## src/rtl/fb_row_writer.sv

```systemverilog
// ============================================================================
// fb_row_writer
// Line-buffered row writer for a double-buffered 64x64 RGB888 frame memory.
// Pixels are collected in a 64-entry line bank, then copied one column per
// cycle into the back frame. Front/back frames exchange on display vsync.
// Optional feature macro: FB_ROW_WRITER_DOUBLE_BUF_EN (two line banks).
// Revision: 1.0 - initial release
// ============================================================================
`default_nettype none

module fb_row_writer (
  input  logic        clk,
  input  logic        rst_n,
  input  logic [23:0] fbw_data,
  input  logic [5:0]  fbw_col_addr,
  input  logic        fbw_wren,
  input  logic [5:0]  fbw_row_addr,
  input  logic        fbw_row_store,
  input  logic        fbw_row_swap,
  output logic        fbw_row_rdy,
  input  logic        frame_swap,
  output logic        frame_rdy,
  input  logic        disp_vsync,
  output logic        disp_frame_sel,
  output logic [12:0] fbm_addr,
  output logic [23:0] fbm_data,
  output logic        fbm_we
);

`ifdef FB_ROW_WRITER_DOUBLE_BUF_EN
  localparam int C_AW = 7;
`else
  localparam int C_AW = 6;
`endif
  localparam int C_DEPTH = 1 << C_AW;

  typedef enum logic [0:0] {
    S_IDLE = 1'b0,
    S_COPY = 1'b1
  } state_t;

  state_t      r_state;
  logic [5:0]  r_col;
  logic [5:0]  r_row;
  logic        r_we;
  logic [12:0] r_addr;
  logic [23:0] r_data;
  logic        r_pend;
  logic        r_frame_rdy;
  logic        r_sel;
  logic [23:0] r_line_mem [0:C_DEPTH-1];

  logic             w_wr_bank;
  logic             w_rd_bank;
  logic [C_AW-1:0]  w_wr_addr;
  logic [C_AW-1:0]  w_rd_addr;
  logic             w_accept;
  logic             w_exchange;

`ifdef FB_ROW_WRITER_DOUBLE_BUF_EN
  logic r_wr_bank;
  logic r_rd_bank;

  assign w_wr_bank = r_wr_bank;
  assign w_rd_bank = r_rd_bank;
  assign w_wr_addr = {w_wr_bank, fbw_col_addr};
  assign w_rd_addr = {w_rd_bank, r_col};

  // Write bank flips on every swap request; a same-cycle store already
  // captured the old bank in the FSM block.
  always_ff @(posedge clk or negedge rst_n) begin
    if (!rst_n) begin
      r_wr_bank <= 1'b0;
    end else if (fbw_row_swap) begin
      r_wr_bank <= ~r_wr_bank;
    end
  end
`else
  // Single bank: the copy reader leads any writer that starts after the
  // store, so no bank swap is needed and the swap input has no effect.
  logic w_unused_swap;

  assign w_unused_swap = fbw_row_swap;
  assign w_wr_bank     = 1'b0;
  assign w_rd_bank     = 1'b0;
  assign w_wr_addr     = fbw_col_addr;
  assign w_rd_addr     = r_col;
`endif

  // Line bank write port; contents are not reset.
  always_ff @(posedge clk) begin
    if (fbw_wren) begin
      r_line_mem[w_wr_addr] <= fbw_data;
    end
  end

  // Store FSM: read one column per COPY cycle, registered write to frame memory.
  always_ff @(posedge clk or negedge rst_n) begin
    if (!rst_n) begin
      r_state <= S_IDLE;
      r_col   <= 6'd0;
      r_row   <= 6'd0;
      r_we    <= 1'b0;
      r_addr  <= 13'd0;
      r_data  <= 24'd0;
`ifdef FB_ROW_WRITER_DOUBLE_BUF_EN
      r_rd_bank <= 1'b0;
`endif
    end else begin
      r_we <= 1'b0;
      case (r_state)
        S_IDLE: begin
          if (fbw_row_store) begin
            r_row   <= fbw_row_addr;
            r_col   <= 6'd0;
            r_state <= S_COPY;
`ifdef FB_ROW_WRITER_DOUBLE_BUF_EN
            r_rd_bank <= w_wr_bank;
`endif
          end
        end
        S_COPY: begin
          r_we   <= 1'b1;
          r_addr <= {~r_sel, r_row, r_col};
          r_data <= r_line_mem[w_rd_addr];
          r_col  <= r_col + 6'd1;
          if (r_col == 6'd63) begin
            r_state <= S_IDLE;
          end
        end
        default: r_state <= S_IDLE;
      endcase
    end
  end

  assign w_accept   = frame_swap & r_frame_rdy;
  assign w_exchange = disp_vsync & r_pend & (r_state == S_IDLE) & ~frame_swap;

  // Frame exchange handshake: accept request, flip front on a quiet vsync,
  // then reopen the back frame one cycle after the flip.
  always_ff @(posedge clk or negedge rst_n) begin
    if (!rst_n) begin
      r_pend      <= 1'b0;
      r_frame_rdy <= 1'b1;
      r_sel       <= 1'b0;
    end else if (w_accept) begin
      r_pend      <= 1'b1;
      r_frame_rdy <= 1'b0;
    end else if (w_exchange) begin
      r_pend <= 1'b0;
      r_sel  <= ~r_sel;
    end else if (!r_frame_rdy && !r_pend) begin
      r_frame_rdy <= 1'b1;
    end
  end

  assign fbw_row_rdy    = (r_state == S_IDLE);
  assign frame_rdy      = r_frame_rdy;
  assign disp_frame_sel = r_sel;
  assign fbm_addr       = r_addr;
  assign fbm_data       = r_data;
  assign fbm_we         = r_we;

endmodule

`default_nettype wire
```

## config.mk

```make
export PLATFORM = sky130hd
export DESIGN_NAME = fb_row_writer
export DESIGN_NICKNAME = d
export VERILOG_FILES = /design/src/rtl/fb_row_writer.sv
export SDC_FILE = /design/constraint.sdc
export NUM_CORES = 1
export LEC_CHECK = 0
export CAP_MARGIN = 10
export CORE_ASPECT_RATIO = 0.7
export CORE_MARGIN = 4
export CORE_UTILIZATION = 60
export CTS_CLUSTER_DIAMETER = 200
export DETAILED_ROUTE_END_ITERATION = 12
export PLACE_DENSITY = 0.77
export SLEW_MARGIN = 10
export SYNTH_ARGS = -nofsm -noshare
export SYNTH_HDL_FRONTEND = slang
export SYNTH_SLANG_ARGS = --single-unit
export TNS_END_PERCENT = 10
```

## constraint.sdc

```tcl
create_clock -name clk -period 3.8 [get_ports clk]
set_clock_uncertainty 0.2 [all_clocks]
set_input_delay 0.38 -clock clk [delete_from_list [all_inputs] [get_ports clk]]
set_output_delay 0.38 -clock clk [all_outputs]
set_load 0.02 [all_outputs]
```

; Yosys cells after proc, flatten, opt, wreduce, memory -nomap -nowiden
; Memory sizes are Yosys's and may differ from the RTL's. A register that Yosys moved wholly into a read port is not among the register bits.
; Cells that the tools add are included.
[totals]
ram_bits = 1536
n_memories = 1
latchBits = 0
regBits = 30
in_bits = 43
rom_bits = 0
[memory_table]
columns = name, depth, word_bits, rd, rd_ports_with_merged_regs, write_ports, line_no
row1 = r_line_mem, 64, 24, 1, 1, 1, 51  ; logic [23:0] r_line_mem [0:C_DEPTH-1];
[op_classes]
div = 0
shifts = 0
reduce_logical = 9
n_addsub = 1
mux = 13
bitwise_logic = 8
n_mul = 0
n_eq_ne = 3
order_cmp = 0
[ops]
columns = operator, count
row1 = $pmux 6 s2, 1
row2 = $mux 1, 10
row3 = $add 6x1->6 const B, 1
row4 = $eq 6x6->1 const B, 1
row5 = $mux 6, 1
row6 = $reduce_and 2->1, 3
row7 = $and 1x1->1, 4
row8 = $ne 2x2->1 const B, 2
row9 = $not 1->1, 4
row10 = $reduce_bool 2->1, 2
row11 = $logic_not 1->1, 3
row12 = $pmux 1 s2, 1
row13 = $logic_and 1x1->1, 1

; Longest topological paths before layout
; Gate-level depths: netlist of the first run.
[logic_depth]
depth_word = 5
depth_mapped = 9

; Least setup slack after synthesis of the first run
; Ideal clock, no wire load.
[synth_path]
path_type = input to register
startpoint = input port fbw_col_addr[5]
endpoint = memory r_line_mem[39][0], enable pin
required_ns = 3.195
arrival_time_ns = 2.247
cell_stages = 4
path_slack_ns = 0.948
cell_sequence = clkbuf_1 or3b_2 clkbuf_1 nor2_1
[synth_rtl]
columns = element, line_no
row1 = from (decl), 15  ; input logic [5:0] fbw_col_addr,
row2 = to (decl), 51
; No word-level cell before the write port.

==> out/results.ini, run 1 <==
[worst_setup_path]
arrival_ns = 3.61
crit_slowest_cell = nor3_1
cp_max_fo = 13
path_class = register to register
start_kind = register
r2r-end = fbm_data[5]$_DFFE_PN0P_
crit_family = simple AND/OR/NAND/NOR gates
rr_worst_depth = 7
reg2reg_from = r_col[0]$_DFFE_PN0P_
max_stage_delay_ns = 0.56
r2r_slack_ns = 0.58
worstPathCellList = buf_12 > buf_12 > mux4_2 > a22oi_1 > nand2_1 > nor3_1 > o221ai_1
crit_top_cell = buf_12
crit_end = fbm_data[5]$_DFFE_PN0P_
path_buf_inv = 2
required_ns = 4.19
cp-startpoint = r_col[0]$_DFFE_PN0P_
cp.depth = 7
endpoint_kind = register

[cts]
cts.htree.levels = 4
cts.sinks = 1590
clk_pin_slew_ns = 0.07
cts_tree = yes
cts_root_buffer = clkbuf_16
clkLatencyLatePin_ns = 0.77
numCtsBuffers = 140
clockBufferDepth = 3
cts_resized = 0

[timing]
slew_headroom_pct = 13.7
fmax_ghz = 0.311
drv_slew = 0
rsz0062_at_grt = false
finalSetupViolCount = 0
whs_ns = -0.00198
tightest_slew_ns = 1.30
final_hold_viol_count = 5
setup_tns_ns = 0
post-route-period-util_pct = 84.6
period_needed_ns = 3.22
worst_slack_ns = 0.585

[routing]
vias = 30700
drt_iter0_markers = 4947
drt-vias-per-instance = 6.89
wl_mm = 150
ant_nets = 0
routedWlPerCell_microns = 33.6
drt-pass1-iter-count = 9
drc_errors = 0

[power]
power.switching_mw = 13.9
combPwrFrac_pct = 27.3
p_leak_nw = 21.6
power_mw = 46.5
seqPwrFrac_pct = 43.3
p_per_area_nw_per_um2 = 682
p_clk_share_pct = 29.4
swShare_pct = 29.9
p_int_mw = 32.6
vdd_ir_drop_max_mv = 0.572

[outcome]
status = finished, violations left
violations = negative hold slack

[synth]
syn_inst = 2777
postSynthNetCount = 2821
synth-edff-count = 1536
yosysWarnings = 0
yosysTopAreaCell = edfxtp_1
yosys-top-cells-area = edfxtp_1 76%, mux4_2 12%, mux2_2 2.4%
synth_area_sq_um = 60500
ys_ff_latch = 1590
synth.distinct_cells = 44
yosysMostFrequentCell = edfxtp_1
netlist.area_leader.share_pct = 76.2
ys_seq_area_share_pct = 78.5
ys_async_sr_fraction_pct = 3.40
avgSynthCellArea_sq_um = 21.8
synthFlopType = edfxtp_1
synth_commonest_cells = 1536 x edfxtp_1, 330 x mux4_2, 127 x mux2_2

[die]
dieArea_sq_um = 106000
num_io_pins = 84
core_area_sq_um = 100000
fp-row-count = 97
dieWidth_microns = 388
die_h_microns = 274
start_util_pct = 60.5

[place]
place_congestion = 0.892
preCtsSetupSlack_ns = 0.591
io_buffers = 82
dp_hpwl_mm = 86.1

[global_route]
grt_pass1_wl_mm = 216
grt_pass1_vias = 30300
grt_max_degree = 71
antenna_found_initial = 8
track_usage_pct = 28.6
overflow = 0

[job]
cap_violations = 0

[cells_and_area]
areaGrowthSynthToFinish_pct = 12.7
drive_gt1_share_pct = 29.3
final_nets = 3046

[hold_path]
hp-class = primary input to register

## power by group through the flow
stage	combinational (mW)	clock, mW	sequential (mW)
global route	13.4	14.6	20.1
CTS	12.7	13.8	20.1
finish	12.7	13.7	20.1
global placement	12.2	0	20.4
detailed placement	12.5	0	20.5
floorplan	8.11	0	20.3
## final cells by class
cell class / instances / area [sq um]
Inverter: 16 / 60.1
Timing Repair Buffer: 240 / 2170
Fill cell: 5850 / 31800
Multi-Input combinational cell: 1014 / 12400
Tap cell: 1336 / 1670
Clock inverter: 84 / 607
Clock buffer: 170 / 3750
Antenna cell: 5 / 12.5
Sequential cell: 1590 / 47500
## stage by stage
step	instances	util (%)	area, sq um
2_1_floorplan	2777	-	60500
3_3_place_gp	4190	63.7	63700
3_5_place_dp	4190	63.7	63700
4_1_cts	4450	68.2	68200
5_1_grt	4453	68.2	68200
6_report	4455	68.2	68200
## cell usage in the layout, fill, tap and decap left out, types with 16 or more instances in the layout
| cell type | Yosys | routed |
|---|---|---|
| nor2_1 | 94 | 29 |
| nor2_2 | 0 | 64 |
| nor3_1 | 34 | 34 |
| buf_12 | 0 | 20 |
| clkdlybuf4s50_1 | 0 | 57 |
| mux4_2 | 330 | 330 |
| o21ai_0 | 20 | 20 |
| edfxtp_1 | 1536 | 1536 |
| clkbuf_16 | 0 | 146 |
| clkinv_2 | 0 | 32 |
| a22oi_1 | 110 | 110 |
| mux2_2 | 127 | 127 |
| mux2i_1 | 38 | 38 |
| dfrtp_1 | 53 | 49 |
| buf_4 | 8 | 142 |
| clkbuf_1 | 69 | 23 |
| inv_1 | 16 | 16 |
| clkinv_1 | 0 | 32 |
| o22ai_1 | 67 | 67 |
| nand2_1 | 90 | 90 |
## cells by family (layout without fill, tap and decap cells)
| group | count (synthesis) | after routing | synth area share [%] |
|---|---|---|---|
| flops | 1590 | 1590 | 78.5 |
| simple gates | 266 | 266 | 1.94 |
| compound gates | 251 | 251 | 2.99 |
| other cells | 0 | 5 | 0 |
| mux | 495 | 495 | 15.3 |
| xor+xnor | 1 | 1 | 0.0145 |
| fa+ha+maj | 1 | 1 | 0.0207 |
| buf+inv | 173 | 510 | 1.31 |
## repair_timing
| item | 4_1_cts | 5_1_grt |
|---|---|---|
| hold buffers | 6 | 0 |
| setup endpoints to repair | 0 | 0 |
| hold endpoints to repair | 89 | 0 |
| setup buffers | 0 | 0 |
## metal layers
metal / GRT usage [%] / up-vias / wire [microns]
met5: 0 / - / 44
li1: - / 12100 / -
met3: 8.52 / 235 / 21300
met1: 42.8 / 16000 / 56600
met4: 8.73 / 8 / 3980
met2: 41.4 / 2320 / 67700
## sequential cells by signal, indices dropped and copies added (netlist names)
signal	cells
disp_frame_sel	1
fbm_addr	13
fbm_data	24
fbm_we	1
frame_rdy	1
r_col	6
r_line_mem	1536
r_pend	1
r_row	6
r_state	1
## how the worst min path moves through the flow
| stage | start | end | slack, ns | cells after the start |
|---|---|---|---|---|
| floorplan | rst_n | disp_frame_sel$_DFFE_PN0P_ | -0.12 | 0 |
| global placement | rst_n | fbm_addr[9]$_DFFE_PN0P_ | 0.21 | 1 |
| detailed placement | rst_n | r_row[0]$_DFFE_PN0P_ | 0.25 | 1 |
| CTS | fbw_data[17] | r_line_mem[29][17]$_DFFE_PP_ | 0.02 | 1 |
| global route | fbw_data[18] | r_line_mem[24][18]$_DFFE_PP_ | 0.02 | 1 |
| finish | fbw_data[11] | r_line_mem[13][11]$_DFFE_PP_ | -0.002 | 1 |
Power figures use the tool's default switching activity.
==> inputs of run 2 (changes only) <==
- clock period: 3.8 -> 3.4 ns (I/O delays scaled with it)
==> run 2 against run 1 <==
  * The run still ends with negative hold slack left
  * Critical path type unchanged
  * Register-to-register slack lost 0.29 ns
  * Clock power grew 15%
  * Sequential power grew 11%
  * Via count grew 0.91%
  * Critical path depth shrank 2
==> out/results.ini, run 2 (synthesis results as in run 1) <==
[routing]
drc_errors = 0
wl_mm = 148
routedWlPerCell_microns = 33.1
drt-pass1-iter-count = 9
ant_nets = 0
drt_iter0_markers = 4553
drt-vias-per-instance = 6.91
vias = 31000

[place]
dp_cells = 4204
place_congestion = 0.861
dp_hpwl_mm = 86.5
io_buffers = 82
preCtsSetupSlack_ns = 0.385

[die]
start_util_pct = 60.5
num_io_pins = 84
die_h_microns = 274
dieArea_sq_um = 106000
dieWidth_microns = 388
fp-row-count = 97
core_area_sq_um = 100000

[global_route]
grt_pass1_vias = 30900
grt_pass1_wl_mm = 216
grt_max_degree = 80
antenna_found_initial = 14
track_usage_pct = 28.3
overflow = 0

[outcome]
status = finished, violations left
violations = negative hold slack

[cts]
numCtsBuffers = 139
cts.htree.levels = 4
cts.sinks = 1590
clockBufferDepth = 3
cts_root_buffer = clkbuf_16
clkLatencyLatePin_ns = 0.77
clk_pin_slew_ns = 0.06
cts_tree = yes

[power]
p_per_area_nw_per_um2 = 762
vdd_ir_drop_max_mv = 0.601
p_leak_nw = 21.8

[timing]
slew_headroom_pct = 11.8
whs_ns = -0.00271
rsz0062_at_grt = false
final_hold_viol_count = 3
setup_tns_ns = 0
finalSetupViolCount = 0
worst_slack_ns = 0.296
period_needed_ns = 3.10
tightest_slew_ns = 1.32
fmax_ghz = 0.322
drv_slew = 0
post-route-period-util_pct = 91.3

[worst_setup_path]
cp_max_fo = 16
arrival_ns = 3.50
endpoint_kind = register
path_class = register to register
required_ns = 3.80
start_kind = register

[cells_and_area]
layout_common_cells = 1536 x edfxtp_1, 330 x mux4_2, 146 x clkbuf_16, 135 x buf_4, 127 x mux2_2
final_nets = 3074
drive_gt1_share_pct = 29.3
regMostFlops = r_line_mem
areaGrowthSynthToFinish_pct = 13.8
instances_no_fill = 4478
largest_reg_flops = 1536
final_common_cell = edfxtp_1

[hold_path]
hp-class = primary input to register

[job]
cap_violations = 0

==> run 2: changes by cell type in the layout (fill, tap and decap cells not counted) <==
cell,previous run,this run
buf_12,20,40
clkinv_2,32,14
dlygate4sd3_1,6,20
clkbuf_1,23,35
clkinv_1,32,20
buf_4,142,135
bufinv_16,7,13
buf_2,15,17
clkbuf_8,1,3
clkinvlp_4,4,6
inv_6,6,8
==> run 2: where the power goes <==
group / internal [mW] / switching, mW
Combinational: 6.19 / 8.14
Sequential: 21.9 / 0.473
Clock: 8.93 / 6.82
==> run 2: per-layer routing <==
metal | track usage, % | wire [microns]
met1 | 42.2 | 56900
met2 | 41.6 | 67700
met3 | 7.41 | 19000
met4 | 9.46 | 4440
met5 | 0 | 69
==> run 2: metrics by stage <==
step	total power, mW	area [sq um]	util, %
after floorplan	31.8	60500	-
after global placement	36.4	64100	64.1
after detailed placement	36.7	64100	64.1
after CTS	52.5	68700	68.7
after global routing	54.3	68800	68.8
final	52.4	68800	68.8
==> run 2: critical path, stage by stage (launching register included) <==
cell and delay (ns):
dfrtp_1 0.78, and3b_1 0.63, a22oi_1 0.49, nand2_1 0.25, nor3_1 0.41, o221ai_1 0.17
==> run 2: worst paths after layout <==
path	start	end	slack, ns	cells after the start
setup / recovery	r_col[1]$_DFFE_PN0P_	fbm_data[20]$_DFFE_PN0P_	0.30	5
hold / removal	fbw_data[8]	r_line_mem[20][8]$_DFFE_PP_	-0.003	1
setup reg to reg	r_col[1]$_DFFE_PN0P_	fbm_data[20]$_DFFE_PN0P_	0.30	5
hold reg to reg	r_pend$_DFFE_PN0P_	frame_rdy$_DFFE_PN1P_	0.27	1
max in group asynchronous	rst_n	r_col[2]$_DFFE_PN0P_	1.89	4
min in group asynchronous	rst_n	frame_rdy$_DFFE_PN1P_	0.52	3
==> run 2: cell type report <==
cell class | instances | area, sq um
Fill cell | 5865 | 31200
Antenna cell | 5 | 12.5
Multi-Input combinational cell | 1014 | 12400
Timing Repair Buffer | 269 | 2670
Tap cell | 1336 | 1670
Clock buffer | 184 | 3830
Sequential cell | 1590 | 47500
Inverter | 16 | 60.1
Clock inverter | 64 | 684
==> run 2: timing repair <==
| item | 4_1_cts | 5_1_grt |
|---|---|---|
| endpoints found under the hold margin | 179 | 107 |
| hold buffers | 14 | 7 |
| setup buffers | 0 | 0 |
| resized for setup | 0 | 0 |
